## config.mk

```make
export PLATFORM = sky130hd
export DESIGN_NAME = smm_stream_adapter
export DESIGN_NICKNAME = d
export VERILOG_FILES = /design/src/rtl/smm_pkg.sv /design/src/rtl/smm_elem_serializer.sv /design/src/rtl/smm_stream_adapter.sv
export SDC_FILE = /design/constraint.sdc
export NUM_CORES = 2
export LEC_CHECK = 0
export ABC_AREA = 0
export CORE_AREA = 10 10 624 626
export CTS_BUF_LIST = sky130_fd_sc_hd__clkbuf_8 sky130_fd_sc_hd__clkbuf_16
export CTS_CLUSTER_SIZE = 8
export DETAILED_ROUTE_END_ITERATION = 8
export DIE_AREA = 0 0 634 636
export GPL_TIMING_DRIVEN = 0
export HOLD_SLACK_MARGIN = 0.06
export SETUP_SLACK_MARGIN = 0.4
export SYNTH_ARGS = -nofsm -noshare
export SYNTH_HDL_FRONTEND = slang
export SYNTH_SLANG_ARGS = --single-unit
```

## constraint.sdc

```tcl
create_clock -name clk -period 45.2 [get_ports clk]
set_input_delay 13.56 -clock clk [delete_from_list [all_inputs] [get_ports clk]]
set_output_delay 13.56 -clock clk [all_outputs]
set_load 0.1 [all_outputs]
```

## src/rtl/smm_pkg.sv

```systemverilog
// Shared definitions for the 4x4 Strassen multiplier stream adapter.
//   BLOCKSIZE / BUSWIDTH / N_ELEMS : geometry of the SMM1 bus layout for the default width.
//   smm_state_e                    : adapter FSM encoding.
//   elem_lsb(r, c, dw)             : LSB of element (r,c) inside a row-major packed bus.
package smm_pkg;

    localparam int unsigned DW        = 32;
    localparam int unsigned BLOCKSIZE = 4 * DW;
    localparam int unsigned BUSWIDTH  = 16 * DW;
    localparam int unsigned N_ELEMS   = 16;

    typedef enum logic [1:0] {
        StFill  = 2'd0,
        StLoad  = 2'd1,
        StWait  = 2'd2,
        StDrain = 2'd3
    } smm_state_e;

    function automatic int unsigned elem_lsb(input int unsigned r, input int unsigned c,
                                             input int unsigned dw = DW);
        return (4 * r + c) * dw;
    endfunction

endpackage

```

## src/rtl/smm_elem_serializer.sv

```systemverilog
// Captures a packed bus of NElems elements and streams them out, element 0 first.
//   clk_i, rst_i     : clock, synchronous active-high reset
//   load_i           : capture bus_i and start streaming (restarts at element 0)
//   bus_i            : packed elements, element k at bits [k*DataWidth +: DataWidth]
//   valid_o/ready_i  : output handshake
//   data_o           : current element, stable while stalled
//   last_o           : high with the final element
module smm_elem_serializer
    import smm_pkg::*;
#(
    parameter int unsigned DataWidth = 32,
    parameter int unsigned NElems    = N_ELEMS
) (
    input  logic                        clk_i,
    input  logic                        rst_i,
    input  logic                        load_i,
    input  logic [NElems*DataWidth-1:0] bus_i,
    output logic                        valid_o,
    input  logic                        ready_i,
    output logic [DataWidth-1:0]        data_o,
    output logic                        last_o
);

    localparam int unsigned IdxW = (NElems > 1) ? $clog2(NElems) : 1;

    logic [DataWidth-1:0] buf_q [NElems];
    logic [IdxW-1:0]      k_q, k_d;
    logic                 valid_q, valid_d;
    logic                 at_last;

    assign at_last = (k_q == IdxW'(NElems - 1));

    always_comb begin
        k_d     = k_q;
        valid_d = valid_q;
        if (load_i) begin
            k_d     = '0;
            valid_d = 1'b1;
        end else if (valid_q && ready_i) begin
            if (at_last) begin
                k_d     = '0;
                valid_d = 1'b0;
            end else begin
                k_d = k_q + 1'b1;
            end
        end
    end

    always_ff @(posedge clk_i) begin
        if (rst_i) begin
            for (int i = 0; i < int'(NElems); i++) buf_q[i] <= '0;
            k_q     <= '0;
            valid_q <= 1'b0;
        end else begin
            if (load_i) begin
                for (int i = 0; i < int'(NElems); i++) begin
                    buf_q[i] <= bus_i[i*DataWidth +: DataWidth];
                end
            end
            k_q     <= k_d;
            valid_q <= valid_d;
        end
    end

    assign valid_o = valid_q;
    assign data_o  = buf_q[k_q];
    assign last_o  = valid_q && at_last;

endmodule

```

## src/rtl/smm_stream_adapter.sv

```systemverilog
// Streaming front/back end for the 4x4 Strassen multiplier (SMM1 bus layout).
// Collects 16 A then 16 B elements, pulses mm_load, waits MULT_LATENCY cycles,
// captures mm_C and streams its 16 elements out in row-major order.
//   clk, rst                       : clock, synchronous active-high reset
//   sel_in                         : mode, sampled with the first A element
//   in_valid/in_ready/in_data      : element input stream
//   mm_A, mm_B, mm_load, mm_sel    : multiplier operands, start pulse and mode
//   mm_C                           : multiplier result bus
//   out_valid/out_ready/out_data   : element output stream, out_last on element 15
//   busy                           : high outside FILL
module smm_stream_adapter
    import smm_pkg::*;
#(
    parameter int unsigned DATAWIDTH    = 32,
    parameter int unsigned MULT_LATENCY = 6
) (
    input  logic                          clk,
    input  logic                          rst,
    input  logic                          sel_in,
    input  logic                          in_valid,
    output logic                          in_ready,
    input  logic [DATAWIDTH-1:0]          in_data,
    output logic [N_ELEMS*DATAWIDTH-1:0]  mm_A,
    output logic [N_ELEMS*DATAWIDTH-1:0]  mm_B,
    output logic                          mm_load,
    output logic                          mm_sel,
    input  logic [N_ELEMS*DATAWIDTH-1:0]  mm_C,
    output logic                          out_valid,
    input  logic                          out_ready,
    output logic [DATAWIDTH-1:0]          out_data,
    output logic                          out_last,
    output logic                          busy
);

    localparam int unsigned CntW = $clog2(MULT_LATENCY + 1);

    smm_state_e           state_q, state_d;
    logic [4:0]           idx_q, idx_d;
    logic [CntW-1:0]      cnt_q, cnt_d;
    logic [DATAWIDTH-1:0] a_q [N_ELEMS];
    logic [DATAWIDTH-1:0] b_q [N_ELEMS];
    logic                 sel_q;
    logic                 xfer;
    logic                 capture;

    always_comb begin
        state_d  = state_q;
        idx_d    = idx_q;
        cnt_d    = cnt_q;
        in_ready = 1'b0;
        mm_load  = 1'b0;
        capture  = 1'b0;
        unique case (state_q)
            StFill: begin
                in_ready = 1'b1;
                if (in_valid) begin
                    idx_d = idx_q + 5'd1;
                    if (idx_q == 5'd31) state_d = StLoad;
                end
            end
            StLoad: begin
                mm_load = 1'b1;
                // The LOAD cycle itself is count 1 of the latency.
                cnt_d   = CntW'(1);
                state_d = StWait;
            end
            StWait: begin
                if (cnt_q == CntW'(MULT_LATENCY)) begin
                    capture = 1'b1;
                    cnt_d   = '0;
                    state_d = StDrain;
                end else begin
                    cnt_d = cnt_q + 1'b1;
                end
            end
            StDrain: begin
                if (out_valid && out_ready && out_last) state_d = StFill;
            end
            default: state_d = StFill;
        endcase
    end

    assign xfer = in_valid && in_ready;

    always_ff @(posedge clk) begin
        if (rst) begin
            state_q <= StFill;
            idx_q   <= '0;
            cnt_q   <= '0;
            sel_q   <= 1'b0;
            for (int i = 0; i < int'(N_ELEMS); i++) begin
                a_q[i] <= '0;
                b_q[i] <= '0;
            end
        end else begin
            state_q <= state_d;
            idx_q   <= idx_d;
            cnt_q   <= cnt_d;
            if (xfer) begin
                // idx bit 4 selects B (second half of the input stream).
                if (!idx_q[4]) a_q[idx_q[3:0]] <= in_data;
                else            b_q[idx_q[3:0]] <= in_data;
                if (idx_q == 5'd0) sel_q <= sel_in;
            end
        end
    end

    always_comb begin
        mm_A = '0;
        mm_B = '0;
        for (int i = 0; i < int'(N_ELEMS); i++) begin
            mm_A[elem_lsb(i / 4, i % 4, DATAWIDTH) +: DATAWIDTH] = a_q[i];
            mm_B[elem_lsb(i / 4, i % 4, DATAWIDTH) +: DATAWIDTH] = b_q[i];
        end
    end

    assign mm_sel = sel_q;
    assign busy   = (state_q != StFill);

    smm_elem_serializer #(
        .DataWidth (DATAWIDTH),
        .NElems    (N_ELEMS)
    ) u_out_ser (
        .clk_i   (clk),
        .rst_i   (rst),
        .load_i  (capture),
        .bus_i   (mm_C),
        .valid_o (out_valid),
        .ready_i (out_ready),
        .data_o  (out_data),
        .last_o  (out_last)
    );

endmodule

```

==> results.json <==
{
  "area_growth_pct": 50.2,
  "required_ns": 31.64,
  "pwr-share-comb_pct": 16.2,
  "initial_core_util_pct": 15.8,
  "cts_tree": "yes",
  "ctsRootBufferMaster": "clkbuf_16",
  "ys.flop_type": "edfxtp_1",
  "max_slew_margin_pct": -1.89,
  "p_sw_mw": 1.18,
  "fin_cells": 10900,
  "placementRows": 226,
  "yosysWarnings": 0,
  "ys_seq_elements": 1556,
  "fin_skew_ns": 0.0913,
  "synth_cell_types": 37,
  "die_y_um": 636,
  "total_power_mw": 3.87,
  "wl_per_cell_um": 36.3,
  "dp.cells": 10500,
  "p_int_mw": 2.69,
  "core_um2": 377000,
  "numPortBuffers": 1609,
  "htreeDepth": 4,
  "cts_buffers": 226,
  "path_clk_slew_ns": 0.05,
  "max_freq_ghz": 0.0539,
  "worstPathArrival_ns": 5.00,
  "vias": 43200,
  "finalCritPeriodShare_pct": 41.1,
  "power_frac_clock_pct": 40.5,
  "critPathMaxStageDelay_ns": 1.47,
  "postCtsSetupBuffers": 0,
  "status": "complete, but fails checks",
  "setup_violations": 0,
  "cts_resized": 0,
  "ctsHoldBuffers": 0,
  "maxSlewViolCount": 22,
  "die_w_um": 634,
  "critPathLaunchType": "flop",
  "hpwl_um": 317000,
  "hold_viol": 0,
  "place_area_um2": 83400,
  "insertion_delay_ns": 0.94,
  "firstDrtPassIters": 6,
  "postRouteAntennaNets": 0,
  "synth_edf_count": 1536,
  "wl_um": 394000,
  "min_path_type": "flop to flop",
  "irDropWorstVdd_mv": 0.0407,
  "pwr-share-seq_pct": 43.3,
  "min_period_ns": 18.56,
  "viasPerCell": 3.97,
  "grt_pass1_vias": 44100,
  "ios": 1611,
  "rsz0062_at_grt": "no",
  "drt_iter0_drc": 4310,
  "gp_congestion": 0.920,
  "track_usage_pct": 18.7,
  "layout-drive-gt1-share_pct": 10.7,
  "switching_share_pct": 30.5,
  "nets": 6287,
  "crit_chain": "buf_2 > buf_1 > mux4_2 > a22oi_1 > nand2_1 > clkdlybuf4s50_1",
  "failed_checks": "capacitance limit, slew limit",
  "clkSinkCount": 1556,
  "tightest_slew_ns": 1.53,
  "slowest_stage": "clkdlybuf4s50_1",
  "ys_async_sr_fraction_pct": 0,
  "ys_seq_area_share_pct": 77.9,
  "powerDensity_nw_per_um2": 43.1,
  "syn_inst": 3833,
  "synth_area_um2": 59700,
  "critPathKind": "flop to output port",
  "tns_ns": 0,
  "syn-num-nets": 4393,
  "antenna_found_initial": 115,
  "leakagePower_nw": 30.2,
  "worstPathMaxFanout": 10,
  "end_kind": "output port",
  "n_fill_cell": 39500,
  "drc_errors": 0,
  "stdcell_area_um2": 89700,
  "overflow": 0,
  "grt_pass1_wl_um": 491000,
  "synth_area_per_cell_um2": 15.6,
  "max-clock-path-buffers": 4,
  "cap_violations": 3,
  "grt_start_max_net_pins": 78,
  "die_area_um2": 403000
}
-- cell families (layout without fill, tap and decap cells) --
kind of cell | Yosys count | count (layout) | synth area share (%)
other cells | 0 | 60 | 0
simple gates | 1777 | 1777 | 13.9
buf+inv | 242 | 2200 | 1.78
mux | 128 | 128 | 4.83
fa+ha+maj | 11 | 11 | 0.230
flops | 1556 | 1556 | 77.9
compound gates | 115 | 115 | 1.37
xor+xnor | 4 | 4 | 0.0587
-- final timing paths --
check             slack (ns)  startpoint      endpoint  depth (start not counted)
hold / removal          0.48      mm_sel        mm_sel                          2
setup reg to reg       41.19  state_q[1]    b_q[0][30]                          8
setup / recovery       26.64        flop  out_data[20]                          6
hold reg to reg         0.48      mm_sel        mm_sel                          2
-- metrics by stage --
step	setup slack, ns	hold WS (ns)	util (%)
6_report	26.64	0.480	23.8
4_1_cts	26.54	0.474	23.7
3_5_place_dp	27.01	0.464	22.1
2_1_floorplan	19.17	0.468	-
3_3_place_gp	12.09	0.482	21.8
5_1_grt	26.64	0.513	23.8
-- cell usage in the layout, fill, tap and decap left out, types with 8 or more instances in the layout --
cell type	count
inv_1	42
and2_1	420
clkbuf_2	12
a21oi_1	10
nand3_1	10
clkbuf_16	228
diode_2	60
nor2b_1	197
ha_1	11
nor2_1	949
buf_1	12
clkdlybuf4s50_1	1571
buf_12	34
edfxtp_1	1536
dfxtp_1	20
a21o_2	19
clkbuf_1	114
mux4_2	128
buf_2	121
a22oi_1	65
buf_16	15
buf_8	8
o21ai_4	8
nand2_1	180
buf_4	13
-- per-layer routing --
metal  vias up  GRT usage (%)  routed length [µm]
met1     22200           19.8              136000
met3       693           5.25               33000
li1      17500              -                   -
met4        42           8.11               19800
met2      2693           34.4              205000
met5         -              0                 277
-- area by class of cell --
cell class / count / area, µm² / share of cell area (%)
Inverter: 8 / 30.0 / 0.0335
Clock buffer: 228 / 5710 / 6.36
Multi-Input combinational cell: 2035 / 12300 / 13.8
Sequential cell: 1556 / 46500 / 51.9
Tap cell: 5016 / 6280 / 7.00
Timing Repair Buffer: 1666 / 17100 / 19.1
Buffer: 234 / 1050 / 1.17
Antenna cell: 60 / 150 / 0.167
Clock inverter: 64 / 515 / 0.575
-- flip-flops by register name (all words and copies together) (netlist names), named ones only --
| signal | count |
|---|---|
| u_out_ser.buf_q | 512 |
| u_out_ser.k_q | 4 |
| a_q | 512 |
| cnt_q | 3 |
| idx_q | 5 |
| state_q | 2 |
| mm_sel | 1 |
| b_q | 512 |
| u_out_ser.valid_o | 1 |
-- power groups by stage --
stage / sequential, mW / clock, mW / combinational (mW)
2_1_floorplan: 2.00 / 0 / 0.0751
5_1_grt: 1.68 / 1.65 / 0.639
3_5_place_dp: 1.70 / 0 / 0.634
4_1_cts: 1.67 / 1.60 / 0.635
6_report: 1.67 / 1.56 / 0.626
3_3_place_gp: 1.72 / 0 / 0.620
-- cell usage after synthesis, drive strengths merged (3+ instances only) --
library cell / instances / area share, %
xor2: 3 / 0.044
buf: 108 / 0.93
and2: 420 / 4.4
a22oi: 65 / 0.82
nor2: 950 / 6.0
a21oi: 10 / 0.084
mux4: 128 / 4.8
a21o: 19 / 0.24
nand3: 10 / 0.084
nand2: 182 / 1.1
and3: 3 / 0.031
o21ai: 11 / 0.092
edfxtp: 1536 / 77
nor2b: 199 / 2.1
ha: 11 / 0.23
clkbuf: 126 / 0.79
dfxtp: 20 / 0.67
nand4: 6 / 0.063
inv: 8 / 0.050
o31ai: 4 / 0.050
-- worst max-delay path, delay by kind of cell, from the launching register on --
family | cells | cell delay [ns]
buffers and inverters | 3 | 2.95
multiplexers | 1 | 0.48
flip-flops | 1 | 0.33
AO/OA/AOI/OAI | 1 | 0.17
AND/OR/NAND/NOR | 1 | 0.16
Power figures use the tool's default switching activity.
